[src/rtl/irq_controller_if.sv]
// Bus between irq_controller and its core/peripheral side: requests, enables, MRET in;
// trap request, cause and per-line acknowledge out. master = core side, slave = controller.
interface irq_controller_if #(
  parameter int unsigned N = 16
) ();
  logic [N-1:0] irq_req;
  logic [31:0]  mie;
  logic         mret;
  logic         irq;
  logic [31:0]  mcause;
  logic [N-1:0] irq_ret;

  modport master (
    output irq_req,
    output mie,
    output mret,
    input  irq,
    input  mcause,
    input  irq_ret
  );

  modport slave (
    input  irq_req,
    input  mie,
    input  mret,
    output irq,
    output mcause,
    output irq_ret
  );
endinterface

[src/rtl/irq_controller.sv]
// Machine-level interrupt controller: fixed-priority, non-nesting, one trap per MRET.
// Define IRQ_EDGE_DETECT_EN for rising-edge capture; default build captures on level.
module irq_controller #(
  parameter int unsigned N = 16
) (
  input  logic              clock,
  input  logic              reset,
  irq_controller_if.slave   bus
);

  typedef enum logic [1:0] {StIdle, StTrap, StService} state_e;

  state_e       r_state;
  state_e       w_state_next;
  logic [N-1:0] r_pend;
  logic [N-1:0] w_pend_next;
  logic [N-1:0] w_set;
  logic [N-1:0] w_clr;
  logic [N-1:0] w_en;
  logic [N-1:0] w_cur_onehot;
  logic [N-1:0] r_irq_ret;
  logic [31:0]  r_mcause;
  logic [3:0]   r_cur;
  logic [3:0]   w_sel;
  logic         w_any;
  logic         w_load;
  logic         w_ret_fire;
  logic         w_unused_mie;

  // Only mie[16+N-1:16] matters; the rest is intentionally ignored.
  assign w_unused_mie = ^bus.mie;

`ifdef IRQ_EDGE_DETECT_EN
  logic [N-1:0] r_hist;

  always_ff @(posedge clock or posedge reset) begin
    if (reset) begin
      r_hist <= '0;
    end else begin
      r_hist <= bus.irq_req;
    end
  end

  assign w_set = bus.irq_req & ~r_hist;
`else
  assign w_set = bus.irq_req;
`endif

  assign w_en = r_pend & bus.mie[16 +: N];

  // Scan downward so the lowest enabled index wins.
  always_comb begin
    w_sel = '0;
    w_any = |w_en;
    for (int i = int'(N) - 1; i >= 0; i--) begin
      if (w_en[i]) begin
        w_sel = 4'(i);
      end
    end
  end

  always_comb begin
    w_cur_onehot = '0;
    for (int unsigned i = 0; i < N; i++) begin
      w_cur_onehot[i] = (r_cur == 4'(i));
    end
  end

  always_comb begin
    w_state_next = r_state;
    w_load       = 1'b0;
    w_ret_fire   = 1'b0;
    case (r_state)
      StIdle: begin
        if (w_any) begin
          w_state_next = StTrap;
          w_load       = 1'b1;
        end
      end
      StTrap: begin
        w_state_next = StService;
      end
      StService: begin
        if (bus.mret) begin
          w_state_next = StIdle;
          w_ret_fire   = 1'b1;
        end
      end
      default: begin
        w_state_next = StIdle;
      end
    endcase
  end

  // Clear the serviced line at the MRET edge so the following IDLE cycle cannot retake it;
  // a simultaneous new capture on that line overrides the clear.
  assign w_clr       = w_ret_fire ? w_cur_onehot : '0;
  assign w_pend_next = (r_pend & ~w_clr) | w_set;

  always_ff @(posedge clock or posedge reset) begin
    if (reset) begin
      r_state   <= StIdle;
      r_pend    <= '0;
      r_cur     <= '0;
      r_mcause  <= '0;
      r_irq_ret <= '0;
    end else begin
      r_state   <= w_state_next;
      r_pend    <= w_pend_next;
      r_irq_ret <= w_ret_fire ? w_cur_onehot : '0;
      if (w_load) begin
        r_cur    <= w_sel;
        r_mcause <= 32'h8000_0000 | (32'd16 + 32'(w_sel));
      end
    end
  end

  assign bus.irq     = (r_state == StTrap);
  assign bus.mcause  = r_mcause;
  assign bus.irq_ret = r_irq_ret;

endmodule

[src/flat_wrapper.sv]
// flat-port wrapper written by rule: the top's interface ports become plain ports
module irq_controller_flat 
#(
  parameter int unsigned N = 16
)
  (clock, reset, bus_irq_req, bus_mie, bus_mret, bus_irq, bus_mcause, bus_irq_ret);
  irq_controller_if #(.N(N)) bus_i ();
  input  logic clock;
  input  logic reset;
  input wire logic [$bits(bus_i.irq_req)-1:0] bus_irq_req;
  input wire logic [$bits(bus_i.mie)-1:0] bus_mie;
  input wire logic [$bits(bus_i.mret)-1:0] bus_mret;
  output wire logic [$bits(bus_i.irq)-1:0] bus_irq;
  output wire logic [$bits(bus_i.mcause)-1:0] bus_mcause;
  output wire logic [$bits(bus_i.irq_ret)-1:0] bus_irq_ret;
  assign bus_i.irq_req = bus_irq_req;
  assign bus_i.mie = bus_mie;
  assign bus_i.mret = bus_mret;
  assign bus_irq = bus_i.irq;
  assign bus_mcause = bus_i.mcause;
  assign bus_irq_ret = bus_i.irq_ret;
  irq_controller #(.N(N)) u_core (.clock(clock), .reset(reset), .bus(bus_i));
endmodule
[config.mk]
export PLATFORM = sky130hd
export DESIGN_NAME = irq_controller_flat
export DESIGN_NICKNAME = d
export VERILOG_FILES = /design/src/rtl/irq_controller_if.sv /design/src/rtl/irq_controller.sv /design/src/flat_wrapper.sv
export SDC_FILE = /design/constraint.sdc
export NUM_CORES = 1
export LEC_CHECK = 0
export ABC_CLOCK_PERIOD_IN_PS = 1650
export CORE_MARGIN = 2
export CORE_UTILIZATION = 35
export CTS_CLUSTER_SIZE = 40
export DETAILED_ROUTE_END_ITERATION = 12
export PLACE_DENSITY = 0.87
export SLEW_MARGIN = 40
export SYNTH_ARGS = -nofsm -noshare
export SYNTH_HDL_FRONTEND = slang
export SYNTH_SLANG_ARGS = --single-unit
[constraint.sdc]
create_clock -name clock -period 1.65 [get_ports clock]
set_clock_uncertainty 0.15 [all_clocks]
set_input_delay 0.165 -clock clock [delete_from_list [all_inputs] [get_ports clock]]
set_output_delay 0.165 -clock clock [all_outputs]
set_load 0.005 [all_outputs]
; ---- Word-level counts from Yosys, hierarchy flattened
; Cells that the tools add are included.
[classes]
n_eq_ne = 19
n_bitwise = 4
n_addsub = 1
mux = 24
n_reduce_logical = 4
[ops]
columns = op, n
row1 = 4-bit two-way mux, 16
row2 = 16-bit AND, 2
row3 = 4-bit equality test (second input constant), 8
row4 = 4-bit by 3-bit equality test with 1-bit output (second input constant), 4
row5 = 16-bit two-way mux, 1
row6 = 16-bit NOT, 1
row7 = 16-bit bitwise OR, 1
row8 = 16-bit OR reduction, 1
row9 = 4-bit by 2-bit equality test with 1-bit output (second input constant), 2
row10 = 5-bit by 4-bit adder with 6-bit output (first input constant), 1
row11 = 2-bit one-hot mux with 3 select lines, 1
row12 = 4-bit by 1-bit equality test with 1-bit output (second input constant), 1
row13 = 4-bit logical NOT, 1
row14 = 1-bit two-way mux, 4
row15 = 2-bit two-way mux, 2
row16 = 2-bit by 1-bit equality test with 1-bit output (second input constant), 1
row17 = 2-bit equality test (second input constant), 1
row18 = 2-bit logical NOT, 1
row19 = 2-bit by 1-bit != test with 1-bit output (second input constant), 1
row20 = 2-bit != test (second input constant), 1
row21 = 2-bit AND reduction, 1
[word_totals]
output_inout_bits = 49
inputBits = 51
reg_bits = 70

; ---- Logic depth before layout (Yosys ltp)
[depth]
depth_word = 18
depth_mapped = 5

; ---- Least setup slack after synthesis
; OpenSTA, ideal clock, no wires.
[synth_timing]
path_kind = flip-flop to flip-flop
startpoint = register u_core.r_state[0]
endpoint = register u_core.r_pend[0]
path_slack_ns = -0.093
arrival_time_ns = 1.475
n_path_buf = 1
stages_incl_launch_ff = 6
setup_time_ns = 0.118
synth_period_minus_slack_ns = 1.743
cell_sequence = dfrtp_1 nand3b_1 or3_1 clkbuf_1 or3_1 a21o_1
[synth_via]
elab_chain_len = 6
[synth_rtl]
columns = item, line_no
row1 = "start, declared", irq_controller.sv:13  ; state_e r_state;
row2 = "start signal, assigned", irq_controller.sv:102  ; r_state <= StIdle;
row3 = "start signal, assigned", irq_controller.sv:108  ; r_state <= w_state_next;
row4 = 2-bit equality test, irq_controller.sv:73  ; case (r_state)
row5 = 1-bit two-way mux, irq_controller.sv:73
row6 = 16-bit two-way mux, irq_controller.sv:97  ; assign w_clr = w_ret_fire ? w_cur_onehot : '0;
row7 = 16-bit NOT, irq_controller.sv:98  ; assign w_pend_next = (r_pend & ~w_clr) | w_set;
row8 = 16-bit AND, irq_controller.sv:98
row9 = 16-bit bitwise OR, irq_controller.sv:98
row10 = named net u_core.w_pend_next[0], irq_controller.sv:16  ; logic [N-1:0] w_pend_next;
row11 = "end signal, assigned", irq_controller.sv:109  ; r_pend <= w_pend_next;
row12 = "end, declared", irq_controller.sv:15  ; logic [N-1:0] r_pend;
; The timed path passes the listed nets, and every way through them passes these cells.
; A chain may end at the register's enable or synchronous reset.

==> summary.txt <==
==========================================================================================
Sort of element at the start of the critical path                                flip-flop
Half-perimeter wire length after detailed placement                                3.49 mm
Most common flop cell mapped by yosys                                              dfrtp_1
Count of final hold-check violations                                                     0
Net Switching                                                                   0.000842 W
Worst Path Required                                                                1.33 ns
Cell with the largest stage delay on the worst path                           clkdlybuf4s50_1
Fraction of power spent switching nets                                               0.314
Final number of setup-violating endpoints                                                6
Top cells by area, synth                                                      dfrtp_1, buf_4, nand2b_1
Clock buffers created by TritonCTS                                                       5
Root buf cell                                                                     clkbuf_8
Final instance area                                                             2750 sq um
Die Y-Extent                                                                       76.8 um
Number of slew-limit violations in the final report                                      0
Post-synthesis sequential area ratio                                                 0.526
Overall via count from detail_route                                                   1522
Max-capacitance violation count                                                          0
Library cell occupying the most area in the post-synthesis netlist                 dfrtp_1
Total power density per cell area                                              978 nW/um^2
Number of antenna violations at the first check in global routing                        0
Sink count of the clock tree                                                            39
Critical path's top delay family                                              buffers and inverters
Critical path buffer and inverter count                                                  1
EDFF count, synth                                                                        0
Internal power consumption                                                       0.00184 W
Total Power Consumption                                                          0.00268 W
Post-synthesis cell type count                                                          35
Worst path cell trace                                                         clkdlybuf4s50_1
Final Non-Filler Cells                                                                 340
Clock power frac                                                                     0.230
Grt ovf                                                                                  0
Most numerous cell types in the synthesized netlist                           dfrtp_1, buf_4, nand2_1
Maximum frequency from static timing analysis                                    0.583 GHz
Outcome                                                                       finished with violations
Static power due to leakage                                                        1.24 nW
CTS max path bufs                                                                        2
Violations in the final reports                                               negative setup slack
Initial cell density of the core                                                     0.363
Crit path arrival time                                                             1.40 ns
Fraction of power consumed by combinational cells                                    0.332
Total placed cells including tap cells                                                 329
Startpoint-to-endpoint class of the critical path                                  reg2out
Layout cells sized above 1                                                           0.181
Final net count                                                                        320
Remaining number of nets flagged by the antenna check after routing                      0
Worst supply voltage drop on vdd                                                0.000389 V
Number of DRC markers after the initial detailed-route iteration                        83
Most frequent cell after synthesis                                                 dfrtp_1
Clock edge transition at the registers on the reported setup and hold paths        0.08 ns
Largest stage delay on the critical path                                           0.57 ns
Depth of the CTS H-tree                                                                  2
Post-route worst hold slack                                                      0.0845 ns
Mean post-synth cell area                                                       10.3 sq um
Area added between synthesis and finish                                              47.9%
Routed len/inst                                                                    13.4 um
CTS Hold Buffers Added                                                                   0
Die ar.                                                                         5900 sq um
Instance area at placement                                                      2610 sq um
Largest fanout on the critical path                                                      9
Routability-driven placement congestion ratio                                        0.845
Yosys synthesis warning count                                                            0
Fraction of registers with async set or reset after synthesis                         1.00
Cell Area, Synth                                                                1860 sq um
Yosys reg bits                                                                          39
Routed Wire Length                                                                 4.55 mm
Share of the clock period used by the worst path after layout                         1.04
Worst setup path start                                                        u_core.r_cur[0]
Core outline area                                                               5110 sq um
Clock tree from TritonCTS                                                              yes
Boundary pin count                                                                     100
Site Rows                                                                               26
Type of the worst min-delay path                                                  in2async
Number of inserted diodes                                                                0
Setup repair after global routing missed its margin                                    yes
Synthesized instance count                                                             180
Number of DRC violations after detailed routing                                          0
Via count of the first global-routing pass                                            1533
Worst flop-to-flop path startpoint                                            u_core.r_state[0]
Drt first pass iters                                                                     4
Critical path capture point type                                                output pin
Pin count of the biggest net entering global routing                                    40
Skew-Pair Late Insertion Delay                                                     0.29 ns
Worst setup slack after layout                                                  -0.0667 ns
Number of buffer cells added on primary ports                                           57
Area share of the largest cell type after synthesis                                  0.526
Chip width                                                                         76.8 um
Routed vias/inst                                                                      4.48
Sequential group share of total power                                                0.438
Min Clock Period, post-route                                                       1.72 ns
Global-route total usage across every layer                                          0.162
First-pass GRT wire length                                                         7.31 mm
==========================================================================================
==> sequential cells by signal, indices dropped and copies added, names as in the netlist <==
name,flops
u_core.r_pend,16
u_core.r_cur,3
u_core.bus.irq_ret,16
u_core.r_state,2
u_core.bus.mcause,2
==> cells in the final DEF (no fill, tap or decap), types with 2 or more instances in the layout <==
cell type	synthesis	final
clkbuf_8	0	5
nor2_1	15	15
clkdlybuf4s50_1	0	55
dfrtp_1	39	38
nand3_1	5	4
o21ai_0	14	9
nand2b_1	15	15
a22oi_4	2	2
buf_4	27	26
o21bai_1	2	2
a22o_1	2	2
a222oi_1	2	2
a21oi_1	4	4
nand2_1	19	19
a21o_1	2	2
conb_1	1	26
nand3b_1	2	2
or3_4	0	3
a22oi_2	1	2
o21ai_1	0	5
inv_1	6	6
==> final timing paths <==
check                                        end  cells past startpoint  slack [ns]
max in group asynchronous        u_core.r_cur[1]                      3        1.06
max                                bus_mcause[0]                      1       -0.07
min reg2reg                     u_core.r_pend[0]                      1        0.34
max reg2reg                     u_core.r_pend[0]                      4       -0.05
min in group clock             u_core.r_pend[14]                      2        0.28
min                        u_core.bus.irq_ret[2]                      3        0.08
==> worst reg2reg max path: stages (launching register included) <==
cell,delay [ns]
dfrtp_1,0.41
nand3b_1,0.20
or3_4,0.35
or3_4,0.34
a21o_1,0.16
==> per-stage QoR <==
step / setup WS, ns / utilization / TNS [ns]
4_1_cts: -0.0446 / 0.532 / -0.197
5_1_grt: -0.160 / 0.537 / -0.896
2_1_floorplan: -0.0835 / - / -0.0835
3_3_place_gp: -0.282 / 0.511 / -1.76
3_5_place_dp: -0.334 / 0.511 / -2.27
6_report: -0.0667 / 0.537 / -0.230
==> power by group through the flow <==
stage          clock network, W  registers [W]  logic (W)
2_1_floorplan                 0        0.00118   0.000403
3_3_place_gp                  0        0.00117   0.000844
3_5_place_dp                  0        0.00118   0.000861
4_1_cts                0.000641        0.00116   0.000880
5_1_grt                0.000681        0.00120   0.000974
6_report               0.000617        0.00118   0.000891
==> final cells by class <==
type                    instances  area, sq um
flip-flops and latches         39          977
multi-input cells             131          771
well taps                      70         87.6
inverters                       7         26.3
repair buffers                 85          798
clock buffers                   6         72.6
fillers                       474         2360
clock inverters                 2         12.5
==> repair_timing <==
action	in CTS	in global routing
endpoints found under the setup margin	9	13
pin swaps	0	1
endpoints found under the hold margin	0	0
buffers inserted	3	0
gates resized for setup	2	11
gates cloned	0	0
==> cell families after synthesis <==
kind of cell / after synthesis / synth area share
other: 1 / 0.00202
AND/OR/NAND/NOR: 68 / 0.185
buffers and inverters: 35 / 0.125
AO/OA/AOI/OAI: 37 / 0.161
flip-flops: 39 / 0.526
==> metal layers <==
layer,wire (um),global-route usage
met2,2360,0.286
met3,385,0.0435
met5,0,0
met4,44,0.0491
met1,1760,0.190
Note: power is estimated with default switching activity, not from simulation.
